## config.mk

```make
export PLATFORM = sky130hd
export DESIGN_NAME = framebuffer_scanout
export DESIGN_NICKNAME = d
export VERILOG_FILES = /design/src/rtl/fb_pkg.sv /design/src/rtl/video_timing_gen.sv /design/src/rtl/framebuffer_scanout.sv
export SDC_FILE = /design/constraint.sdc
export NUM_CORES = 1
export LEC_CHECK = 0
export BUFFER_PORTS_ARGS = -buffer_cell sky130_fd_sc_hd__buf_4
export CORE_MARGIN = 2
export CORE_UTILIZATION = 50
export CTS_BUF_LIST = sky130_fd_sc_hd__clkbuf_8
export DETAILED_ROUTE_END_ITERATION = 16
export PLACE_DENSITY = 0.79
export SLEW_MARGIN = 5
export SYNTH_ARGS = -nofsm -noshare
export SYNTH_HDL_FRONTEND = slang
export SYNTH_SLANG_ARGS = --single-unit
```

## constraint.sdc

```tcl
create_clock -name clk_33m -period 3.25 [get_ports clk_33m]
set_clock_uncertainty 0.15 [all_clocks]
set_input_delay 0.325 -clock clk_33m [delete_from_list [all_inputs] [get_ports clk_33m]]
set_output_delay 0.325 -clock clk_33m [all_outputs]
set_load 0.03 [all_outputs]
```

## src/rtl/fb_pkg.sv

```systemverilog
// Shared framebuffer types: palette index, RGB pixel, palette lookup table
// and the per-pixel record carried through the scanout delay pipe.
package fb_pkg;

    typedef logic [1:0] palette_t;

    typedef struct packed {
        logic [7:0] r;
        logic [7:0] g;
        logic [7:0] b;
    } rgb_t;

    localparam palette_t PALETTE_WHITE = 2'd3;
    localparam rgb_t     RGB_BLACK     = rgb_t'(24'h000000);

    localparam rgb_t PALETTE_RGB [4] = '{
        rgb_t'(24'h000000),
        rgb_t'(24'h535353),
        rgb_t'(24'hACACAC),
        rgb_t'(24'hFFFFFF)
    };

    // Timing flags plus the colour source for one pixel. in_fb selects the RAM
    // data; otherwise pal is a fixed index decided at counter time.
    typedef struct packed {
        logic     de;
        logic     hsync;
        logic     vsync;
        logic     in_fb;
        palette_t pal;
    } pipe_t;

    localparam pipe_t PIPE_RESET = '{de: 1'b0, hsync: 1'b1, vsync: 1'b1, in_fb: 1'b0, pal: 2'd0};

    function automatic rgb_t palette_to_rgb(input palette_t idx);
        return PALETTE_RGB[idx];
    endfunction

endpackage

```

## src/rtl/video_timing_gen.sv

```systemverilog
// Panel timing generator: free-running h/v counters, active region,
// active-low syncs and a start-of-vblank pulse, all in counter time.
module video_timing_gen #(
    parameter int unsigned COOR_WIDTH = 12,
    parameter int unsigned H_ACTIVE   = 800,
    parameter int unsigned H_FP       = 210,
    parameter int unsigned H_SYNC     = 20,
    parameter int unsigned H_BP       = 26,
    parameter int unsigned V_ACTIVE   = 480,
    parameter int unsigned V_FP       = 22,
    parameter int unsigned V_SYNC     = 10,
    parameter int unsigned V_BP       = 13
) (
    input  logic                  clk_33m,
    input  logic                  rst_n,
    output logic [COOR_WIDTH-1:0] h,
    output logic [COOR_WIDTH-1:0] v,
    output logic                  active,
    output logic                  hsync,
    output logic                  vsync,
    output logic                  frame_start
);

    localparam int unsigned H_TOTAL = H_ACTIVE + H_FP + H_SYNC + H_BP;
    localparam int unsigned V_TOTAL = V_ACTIVE + V_FP + V_SYNC + V_BP;

    localparam logic [COOR_WIDTH-1:0] H_LAST   = COOR_WIDTH'(H_TOTAL - 1);
    localparam logic [COOR_WIDTH-1:0] V_LAST   = COOR_WIDTH'(V_TOTAL - 1);
    localparam logic [COOR_WIDTH-1:0] H_ACT    = COOR_WIDTH'(H_ACTIVE);
    localparam logic [COOR_WIDTH-1:0] V_ACT    = COOR_WIDTH'(V_ACTIVE);
    localparam logic [COOR_WIDTH-1:0] HS_START = COOR_WIDTH'(H_ACTIVE + H_FP);
    localparam logic [COOR_WIDTH-1:0] HS_END   = COOR_WIDTH'(H_ACTIVE + H_FP + H_SYNC);
    localparam logic [COOR_WIDTH-1:0] VS_START = COOR_WIDTH'(V_ACTIVE + V_FP);
    localparam logic [COOR_WIDTH-1:0] VS_END   = COOR_WIDTH'(V_ACTIVE + V_FP + V_SYNC);

    logic [COOR_WIDTH-1:0] h_q;
    logic [COOR_WIDTH-1:0] v_q;

    // Pixel counter wraps at end of line; line counter advances on that wrap.
    always_ff @(posedge clk_33m or negedge rst_n) begin
        if (!rst_n) begin
            h_q <= '0;
            v_q <= '0;
        end else if (h_q == H_LAST) begin
            h_q <= '0;
            v_q <= (v_q == V_LAST) ? '0 : v_q + 1'b1;
        end else begin
            h_q <= h_q + 1'b1;
        end
    end

    // Region and sync decode straight from the counters.
    always_comb begin
        h           = h_q;
        v           = v_q;
        active      = (h_q < H_ACT) && (v_q < V_ACT);
        hsync       = !((h_q >= HS_START) && (h_q < HS_END));
        vsync       = !((v_q >= VS_START) && (v_q < VS_END));
        frame_start = (h_q == '0) && (v_q == V_ACT);
    end

endmodule

```

## src/rtl/framebuffer_scanout.sv

```systemverilog
// Framebuffer scanout: panel timing, scrolled RAM read addressing, timing
// delay pipe aligned to RAM latency, and palette-to-RGB output register.
// Build option SCANOUT_TEST_PATTERN_EN: RAM reads disabled, active area shows
// four vertical bars of palette index h[9:8]; output latency is unchanged.
module framebuffer_scanout
    import fb_pkg::*;
#(
    parameter int unsigned COOR_WIDTH   = 12,
    parameter int unsigned FB_WIDTH     = 1280,
    parameter int unsigned FB_HEIGHT    = 300,
    parameter int unsigned FB_Y_OFFSET  = 90,
    parameter int unsigned H_ACTIVE     = 800,
    parameter int unsigned H_FP         = 210,
    parameter int unsigned H_SYNC       = 20,
    parameter int unsigned H_BP         = 26,
    parameter int unsigned V_ACTIVE     = 480,
    parameter int unsigned V_FP         = 22,
    parameter int unsigned V_SYNC       = 10,
    parameter int unsigned V_BP         = 13,
    parameter int unsigned READ_LATENCY = 2
) (
    input  logic                  clk_33m,
    input  logic                  rst_n,
    input  logic [COOR_WIDTH-1:0] scroll_x,
    output logic                  read_en,
    output logic [COOR_WIDTH-1:0] read_x,
    output logic [COOR_WIDTH-1:0] read_y,
    input  palette_t              read_palette,
    output logic [7:0]            video_red,
    output logic [7:0]            video_green,
    output logic [7:0]            video_blue,
    output logic                  video_hsync,
    output logic                  video_vsync,
    output logic                  video_de,
    output logic                  frame_start
);

    localparam logic [COOR_WIDTH:0]   FB_W    = (COOR_WIDTH + 1)'(FB_WIDTH);
    localparam logic [COOR_WIDTH-1:0] Y_FIRST = COOR_WIDTH'(FB_Y_OFFSET);
    localparam logic [COOR_WIDTH-1:0] Y_END   = COOR_WIDTH'(FB_Y_OFFSET + FB_HEIGHT);

    logic [COOR_WIDTH-1:0] h;
    logic [COOR_WIDTH-1:0] v;
    logic                  active;
    logic                  hsync;
    logic                  vsync;

    video_timing_gen #(
        .COOR_WIDTH (COOR_WIDTH),
        .H_ACTIVE   (H_ACTIVE),
        .H_FP       (H_FP),
        .H_SYNC     (H_SYNC),
        .H_BP       (H_BP),
        .V_ACTIVE   (V_ACTIVE),
        .V_FP       (V_FP),
        .V_SYNC     (V_SYNC),
        .V_BP       (V_BP)
    ) u_timing (
        .clk_33m     (clk_33m),
        .rst_n       (rst_n),
        .h           (h),
        .v           (v),
        .active      (active),
        .hsync       (hsync),
        .vsync       (vsync),
        .frame_start (frame_start)
    );

    logic [COOR_WIDTH-1:0] scroll_q;

    // Scroll is taken once per frame so a frame never tears; out-of-range means no scroll.
    always_ff @(posedge clk_33m or negedge rst_n) begin
        if (!rst_n) begin
            scroll_q <= '0;
        end else if ((h == '0) && (v == '0)) begin
            scroll_q <= ({1'b0, scroll_x} >= FB_W) ? '0 : scroll_x;
        end
    end

    logic              in_band;
    logic [COOR_WIDTH:0] x_sum;
    pipe_t             stage_d;

    // Read address and the counter-time pipe record.
    always_comb begin
        in_band = (v >= Y_FIRST) && (v < Y_END);
        // One extra bit so h + scroll never overflows before the wrap test.
        x_sum   = {1'b0, h} + {1'b0, scroll_q};
        if (x_sum >= FB_W) begin
            x_sum = x_sum - FB_W;
        end
        read_en = 1'b0;
        read_x  = '0;
        read_y  = '0;
        stage_d = '{de: active, hsync: hsync, vsync: vsync, in_fb: 1'b0, pal: PALETTE_WHITE};
`ifdef SCANOUT_TEST_PATTERN_EN
        stage_d.pal = h[9:8];
`else
        if (active && in_band) begin
            read_en       = 1'b1;
            read_x        = x_sum[COOR_WIDTH-1:0];
            read_y        = v - Y_FIRST;
            stage_d.in_fb = 1'b1;
        end
`endif
    end

    pipe_t [READ_LATENCY:0] pipe_q;

    // Delay timing flags so they line up with RAM data and the RGB register.
    always_ff @(posedge clk_33m or negedge rst_n) begin
        if (!rst_n) begin
            for (int unsigned i = 0; i <= READ_LATENCY; i++) begin
                pipe_q[i] <= PIPE_RESET;
            end
        end else begin
            pipe_q[0] <= stage_d;
            for (int unsigned i = 1; i <= READ_LATENCY; i++) begin
                pipe_q[i] <= pipe_q[i-1];
            end
        end
    end

    pipe_t rd_stage;
    rgb_t  rgb_d;
    rgb_t  rgb_q;

    // Colour select in the cycle the RAM data arrives; blanking forces black.
    always_comb begin
        rd_stage = pipe_q[READ_LATENCY-1];
        rgb_d    = RGB_BLACK;
        if (rd_stage.de) begin
            rgb_d = palette_to_rgb(rd_stage.in_fb ? read_palette : rd_stage.pal);
        end
    end

    // RGB output register, one stage after the RAM data.
    always_ff @(posedge clk_33m or negedge rst_n) begin
        if (!rst_n) begin
            rgb_q <= RGB_BLACK;
        end else begin
            rgb_q <= rgb_d;
        end
    end

    // Output pins come from the last pipe stage and the RGB register.
    always_comb begin
        video_red   = rgb_q.r;
        video_green = rgb_q.g;
        video_blue  = rgb_q.b;
        video_de    = pipe_q[READ_LATENCY].de;
        video_hsync = pipe_q[READ_LATENCY].hsync;
        video_vsync = pipe_q[READ_LATENCY].vsync;
    end

endmodule
```

## After elaboration in Yosys (flattened, before gate mapping)

Index checks and enable logic that the tools add are counted.

| word-level totals | value |
|---|---|
| bits in registers | 73 |
| input port bits | 16 |
| output and inout port bits | 53 |
| logic and storage cells | 62 |

| cells by class | value |
|---|---|
| add/subtract/negate cells | 5 |
| magnitude comparators | 11 |
| eq/ne operators | 3 |
| muxes and demuxes | 12 |
| bitwise operators | 1 |
| reductions and logical operators | 11 |

Operators with widths:

| kind | count |
|---|---|
| 12-bit 2-to-1 mux | 6 |
| 24-bit 2-to-1 mux | 3 |
| 24-bit binary-select mux with 2-bit select | 1 |
| 12-bit by 1-bit adder with 12-bit output, second input constant | 2 |
| 12-bit logical NOT | 2 |
| 12-bit by 10-bit < comparator with 1-bit output, second input constant | 2 |
| 12-bit by 9-bit < comparator with 1-bit output, second input constant | 2 |
| 12-bit by 12-bit adder with 13-bit output | 1 |
| 13-bit by 11-bit >= comparator with 1-bit output, second input constant | 1 |
| 12-bit by 10-bit equality test with 1-bit output, second input constant | 1 |
| 12-bit by 11-bit equality test with 1-bit output, second input constant | 1 |
| 12-bit by 9-bit equality test with 1-bit output, second input constant | 1 |
| 12-bit by 10-bit >= comparator with 1-bit output, second input constant | 1 |
| 12-bit by 11-bit >= comparator with 1-bit output, second input constant | 1 |
| 12-bit by 7-bit >= comparator with 1-bit output, second input constant | 1 |
| 12-bit by 9-bit >= comparator with 1-bit output, second input constant | 1 |
| 12-bit by 11-bit < comparator with 1-bit output, second input constant | 1 |
| 12-bit by 11-bit subtractor with 12-bit output, second input constant | 1 |
| 12-bit by 7-bit subtractor with 12-bit output, second input constant | 1 |
| 1-bit logical AND | 7 |
| 3-bit >= comparator, second input constant | 1 |
| 2-bit inverter with 3-bit output | 1 |
| 1-bit logical NOT | 2 |
| 2-bit 2-to-1 mux | 1 |
| 1-bit 2-to-1 mux | 1 |

## Longest topological paths before layout

Gate-level depths: netlist of run 1.

| depth | value |
|---|---|
| depth after elaboration | 6 |
| mapped depth | 9 |
| gate-level depth less buffers | 9 |

## Modules after synthesis

Synthesis of run 1 repeated with hierarchy kept, for this count alone.

| second synthesis, totals | value |
|---|---|
| cell total of the unflattened synthesis | 383 |
| area total of the unflattened synthesis | 3474.6 um^2 |

By module, submodules not included:

| module | times used | cells each | area each (um^2) | sequential area each (um^2) |
|---|---|---|---|---|
| framebuffer_scanout | 1 | 243 | 2105.8 | 683.2 |
| video_timing_gen | 1 | 140 | 1368.8 | 600.6 |

## Worst setup path before layout of run 1

OpenSTA, ideal clock, no wires.

| timing path | value |
|---|---|
| path type | register to output |
| start | register u_timing.h_q[0], in the netlist u_timing.h[0] |
| end | output port read_x[8] |
| data arrival time | 2.914 ns |
| data required time | 2.775 ns |
| path slack | -0.139 ns |
| cell stages (with the launch flop) | 10 |
| buffers on the path | 0 |
| cell sequence | dfrtp_1 > ha_1 > fa_1 > a211oi_1 > o211ai_1 > and2_1 > or3_1 > nand4_1 > a21oi_1 > nor3_1 |

| on the way | value |
|---|---|
| longest elaborated chain between the ends | 4 |
| elaborated cells on any way between the ends | 8 |
| those cells by class | add/sub: 2; order compare: 2; mux: 2; reduce/logical: 2 |

RTL lines:

| item | RTL line | RTL |
|---|---|---|
| from (decl) | video_timing_gen.sv:36 | `logic [COOR_WIDTH-1:0] h_q;` |
| from (signal assigned) | video_timing_gen.sv:48 | `h_q <= h_q + 1'b1;` |
| 12-bit by 12-bit adder with 13-bit output / 12-bit by 10-bit < comparator with 1-bit output (equally long branches) | framebuffer_scanout.sv:88, video_timing_gen.sv:56 |  |
| 12-bit by 11-bit subtractor with 12-bit output (tied with other cells) | framebuffer_scanout.sv:90 | `x_sum = x_sum - FB_W;` |
| 12-bit 2-to-1 mux / 1-bit logical AND (equally long branches) | framebuffer_scanout.sv:89, framebuffer_scanout.sv:99 |  |
| 12-bit 2-to-1 mux (*) | framebuffer_scanout.sv:99 | `if (active && in_band) begin` |
| to (decl) | framebuffer_scanout.sv:26 | `output logic [COOR_WIDTH-1:0] read_x,` |

Every way passes the cells marked *; elsewhere a longest branch is shown, timed or not.

## Worst setup path in the final report of run 1

| timing path | value |
|---|---|
| start | register u_timing.h_q[0], in the netlist u_timing.h[0] |
| end | output port read_x[11] |

Same word-level chain as after synthesis.

==> results.cfg, run 1 <==
[outcome]
status = finished with violations
failed_checks = setup timing

[finish]
n_antenna_cell = 0
utilization = 0.634
nNetsFinal = 471
num-fill-cells = 531
drive_above_1_share = 0.280
areaGrowthSynthToFinish_pct = 21.6

[floorplan]
ioPinCount = 69
start_util = 0.521
rows = 29
core_area_sq_um = 6390
die_y_um = 85.6
dieArea_sq_um = 7330
die_w_um = 85.6

[drt]
drc_errors = 0
totalWireLength_um = 7640
vias = 2866
avgRoutedWirePerCell_um = 14.9
viasPerCell = 5.59
drt_pass1_iterations = 4
antenna_left = 0
first_iter_violations = 263

[yosys]
synth_warnings = 0
yosysTopAreaCell = dfrtp_1
synth_edf_count = 0
synth_seq_area_share = 0.386
yosysTopAreaCellShare = 0.338
synthTopCellsByCount = 45 x dfrtp_1, 40 x nor2_1, 29 x o21ai_0, 28 x nand3_1
syn_nets = 418
ys.flop_type = dfrtp_1
syn_area_per_cell_sq_um = 8.72
synth_cell_types = 46
synth_seq_cells = 51
ys_top_cells_by_area = dfrtp_1 34%, ha_1 7.1%, xnor2_1 5.8%
synth_area_sq_um = 3330
syn_inst = 382
yosysMostFrequentCell = dfrtp_1
async_flop_share = 1.00

[grt]
grt_max_degree = 52
grt_pass1_vias = 2757
track_usage = 0.214
grt_pass1_wl_um = 12600
antenna_found_initial = 0
overflow = 0

[timing]
hold_violations = 0
clock.fmax_mhz = 298
min_period_over_period = 1.03
period_minus_slack_ns = 3.35
setup_viol = 2
timing.final.ws_setup_ns = -0.101
rsz0062_at_grt = yes
drv_slew = 0
relSlewSlack = 0.357
tightest_slew_ns = 0.955

[setup_path]
worstSetupPathType = reg2out
cp.required_ns = 2.77
worst_setup_path_start_kind = register
arrival_ns = 2.88
crit_fanout = 4
cp-end-kind = output port

[power_and_ir_drop]
pwr-share-clk = 0.335
seqPwrFrac = 0.548
powerDensity_nw_per_um2 = 295
p_leak_uw = 0.00189
p_comb_frac = 0.118
ir_drop_v = 0.000202
power.internal_uw = 861
switching_share = 0.279
p_switching_uw = 332

[clock_network]
cts_made_buffers = 5
clock-root-buffer = clkbuf_8
clkTransAtPathRegs_ns = 0.10
insertion_delay_ns = 0.32
cts_tree = built
htree_num_levels = 2
clkSinkCount = 51
clk_path_buf_depth = 2

[place]
portBuffers = 68
dp_hpwl_um = 5350
place_ws_ns = 0.0859
place_congestion = 0.929

[hold_path]
hold_path.class = in2reg

[run]
maxCapViolCount = 0
## critical path, cell delays in order (launching register included)
cell      delay (ns)
dfrtp_1         0.40
ha_2            0.21
fa_2            0.35
a211oi_2        0.21
o211ai_1        0.21
and2_4          0.22
or3_4           0.37
nand4_1         0.17
o211ai_1        0.12
o211a_1         0.16
buf_6           0.14
## cells by family (layout without fill, tap and decap cells)
family / after synthesis / after routing / share of synthesized area
flops: 51 / 51 / 0.386
buf+inv: 60 / 114 / 0.0955
fa+ha+maj: 20 / 20 / 0.0774
simple gates: 140 / 140 / 0.212
mux: 1 / 1 / 0.00301
xor+xnor: 35 / 35 / 0.0921
other cells: 1 / 1 / 0.00113
compound gates: 74 / 74 / 0.134
## area by class of cell
type                       instances  area [sq um]  share of cell area
multi-input combinational        271          1850               0.458
sequential                        51          1280               0.317
timing repair buffer              84           637               0.157
tap                               77          96.3              0.0238
inverter                          22          82.6              0.0204
clock buffer                       5          68.8              0.0170
clock inverter                     3          26.3             0.00649
## through the flow
step / TNS (ns) / cells / cell area (sq um) / hold slack, ns / total power (uW)
6_report: -0.196 / 513 / 4050 / 0.0752 / 1190
5_1_grt: -0.730 / 513 / 4050 / 0.0771 / 1240
4_1_cts: -0.223 / 512 / 3980 / 0.0741 / 1200
3_5_place_dp: 0 / 500 / 3790 / 0.187 / 795
3_3_place_gp: 0 / 500 / 3790 / 0.183 / 791
2_1_floorplan: 0 / 382 / 3330 / -0.121 / 754
## layout by cell type (no fill, tap or decap), drive strengths merged, types with 2 or more instances in the layout
cell type,instances
nor2,40
o2111ai,2
nor3,9
and2,4
clkbuf,5
dfstp,6
a41oi,2
nand4,8
o211ai,3
nand3,28
nor4,5
o211a,2
ha,19
a21o,6
and3,4
inv,24
nand2,22
nand2b,7
xor2,13
a211oi,2
a21oi,19
nand3b,2
a31oi,2
a21boi,2
buf,83
dfrtp,45
o21ai,29
xnor2,22
or3,7
## power by group through the flow
stage,Sequential [uW],Combinational [uW],Clock [uW]
floorplan,665,89.3,0
global placement,663,127,0
detailed placement,665,130,0
CTS,653,137,406
global route,655,153,433
finish,653,141,399
## worst paths after layout
kind / depth (start not counted) / to / slack (ns) / startpoint
min in group asynchronous: 2 / u_timing.h[4] / 0.41 / rst_n
hold reg to reg: 0 / pipe_q[8] / 0.21 / pipe_q[2]
max in group asynchronous: 2 / u_timing.h[5] / 2.09 / rst_n
setup reg to reg: 6 / u_timing.v[7] / 0.76 / u_timing.h[6]
hold / removal: 3 / scroll_q[5] / 0.08 / scroll_x[5]
setup / recovery: 10 / read_x[11] / -0.10 / u_timing.h[0]
## layer usage
layer	GRT usage	routed length [um]	vias to the layer above
li1	-	-	1397
met1	0.271	3270	1346
met2	0.370	3730	110
met3	0.0443	502	13
met4	0.0606	142	0
met5	0	0	-
## sequential cells by signal, summed over array words and instances, names as in the netlist
register and count:
video_vsync 1, video_blue 2, u_timing.h 12, pipe_q 10
video_hsync 1, u_timing.v 12, video_de 1, scroll_q 12
## repair_timing
action / CTS / global route
hold buffers: 1 / 0
buffers inserted: 3 / 1
resized for setup: 12 / 10
setup endpoints to repair: 4 / 24
pin swaps: 9 / 5
endpoints found under the hold margin: 45 / 0
Power figures use the tool's default switching activity.
==> run 2: changes to the inputs <==
Settings changed: BUFFER_PORTS_ARGS -buffer_cell sky130_fd_sc_hd__buf_4 to unset, CORE_UTILIZATION 50 to 36, DONT_BUFFER_PORTS set to 1, PLACE_DENSITY 0.79 to 0.55.
==> results.cfg, run 2 (synthesis results as in run 1) <==
[floorplan]
dieArea_sq_um = 10000
core_area_sq_um = 9110
rows = 35
start_util = 0.366
die_w_um = 100
die_y_um = 100
ioPinCount = 69

[timing]
holdWs_ns = 0.00632
rsz0062_at_grt = yes
setup_viol = 4
period_minus_slack_ns = 3.40
drv_slew = 0
min_period_over_period = 1.05
tightest_slew_ns = 0.991
relSlewSlack = 0.343
fin_tns_setup_ns = -0.546
timing.final.ws_setup_ns = -0.150
hold_violations = 0
clock.fmax_mhz = 294

[clock_network]
cts_tree = built
clock-root-buffer = clkbuf_8
clk_path_buf_depth = 2
htree_num_levels = 2
insertion_delay_ns = 0.31
clkSinkCount = 51
clkTransAtPathRegs_ns = 0.10
cts_made_buffers = 5

[finish]
nNetsFinal = 425
multi_input_area_sq_um = 1870
seq_area_sq_um = 1290
final_common_cell = dfrtp_1
n_antenna_cell = 0
areaGrowthSynthToFinish_pct = 14.2
final_cell_mix = 42 x dfrtp_1, 40 x nor2_1, 30 x buf_4, 29 x o21ai_0, 26 x nand3_1
num-fill-cells = 912
drive_above_1_share = 0.187

[outcome]
status = finished with violations
failed_checks = setup timing

[place]
place_congestion = 0.830
dp_hpwl_um = 5250
portBuffers = 0

[setup_path]
worst_setup_path_start_kind = register
cp-end-kind = output port
ff2ff_path_depth = 6
crit_fanout = 5
worstSetupPathType = reg2out
arrival_ns = 2.92
cp.required_ns = 2.77

[grt]
grt_max_degree = 52
grt_pass1_wl_um = 12400
overflow = 0
antenna_found_initial = 0
grt_pass1_vias = 2555
track_usage = 0.152

[drt]
vias = 2607
viasPerCell = 5.20
drt_pass1_iterations = 4
first_iter_violations = 104
avgRoutedWirePerCell_um = 14.9
drc_errors = 0
totalWireLength_um = 7490
antenna_left = 0

[hold_path]
hold_path.class = in2reg
min_path_cells = 2

[power_and_ir_drop]
powerDensity_nw_per_um2 = 307
p_leak_uw = 0.00167
ir_drop_v = 0.000175

[run]
maxCapViolCount = 0
run 2: where the power goes:
group	switching, uW	leakage, uW	internal, uW
sequential	42.6	0.000643	644
combinational	45.1	0.000979	38.0
clock	237	0.0000502	160
total	324	0.00167	842
run 2: final timing paths:
path,start,end,slack [ns]
setup reg to reg,u_timing.h[7],u_timing.v[10],0.78
setup / recovery,u_timing.h[2],read_x[8],-0.15
hold / removal,scroll_x[4],scroll_q[4],0.006
min in group asynchronous,rst_n,u_timing.v[4],0.36
max in group asynchronous,rst_n,video_hsync,2.30
hold reg to reg,pipe_q[0],pipe_q[6],0.21
run 2: timing repair:
item	in CTS	in global routing
hold buffers	6	1
endpoints found under the hold margin	55	1
buffers inserted	3	4
resized for setup	16	6
pin swaps	10	12
endpoints found under the setup margin	4	4
run 2: metrics by stage:
step | setup WS [ns] | utilization | cell area [sq um] | instances | total power [uW]
global placement | 0.116 | 0.378 | 3440 | 479 | 743
finish | -0.150 | 0.417 | 3800 | 501 | 1170
global route | -0.258 | 0.417 | 3800 | 501 | 1220
floorplan | 0.0260 | - | 3330 | 382 | 754
detailed placement | 0.0132 | 0.378 | 3440 | 479 | 745
CTS | -0.155 | 0.408 | 3720 | 496 | 1170
run 2: routing by layer:
metal  vias up  track usage  routed length (um)
li1       1302            -                   -
met1      1240        0.216                3530
met2        61        0.247                3540
met3         4       0.0292                 379
met4         0       0.0253                  36
met5         -            0                   0
run 2: area by class of cell:
cell class | count | area share
clock inverters | 3 | 0.00757
repair buffers | 38 | 0.0853
multi-input cells | 271 | 0.491
inverters | 22 | 0.0217
well taps | 111 | 0.0365
clock buffers | 5 | 0.0181
flip-flops and latches | 51 | 0.340
run 2: worst max-delay path, stage by stage (launching register included):
cell and delay, ns:
dfrtp_1 0.41, ha_1 0.39, a211oi_2 0.11, o211ai_1 0.40, nand2_1 0.16, or4_1 0.52, nand4_1 0.17, buf_4 0.14
a21oi_2 0.05, nor3_2 0.10, buf_4 0.18
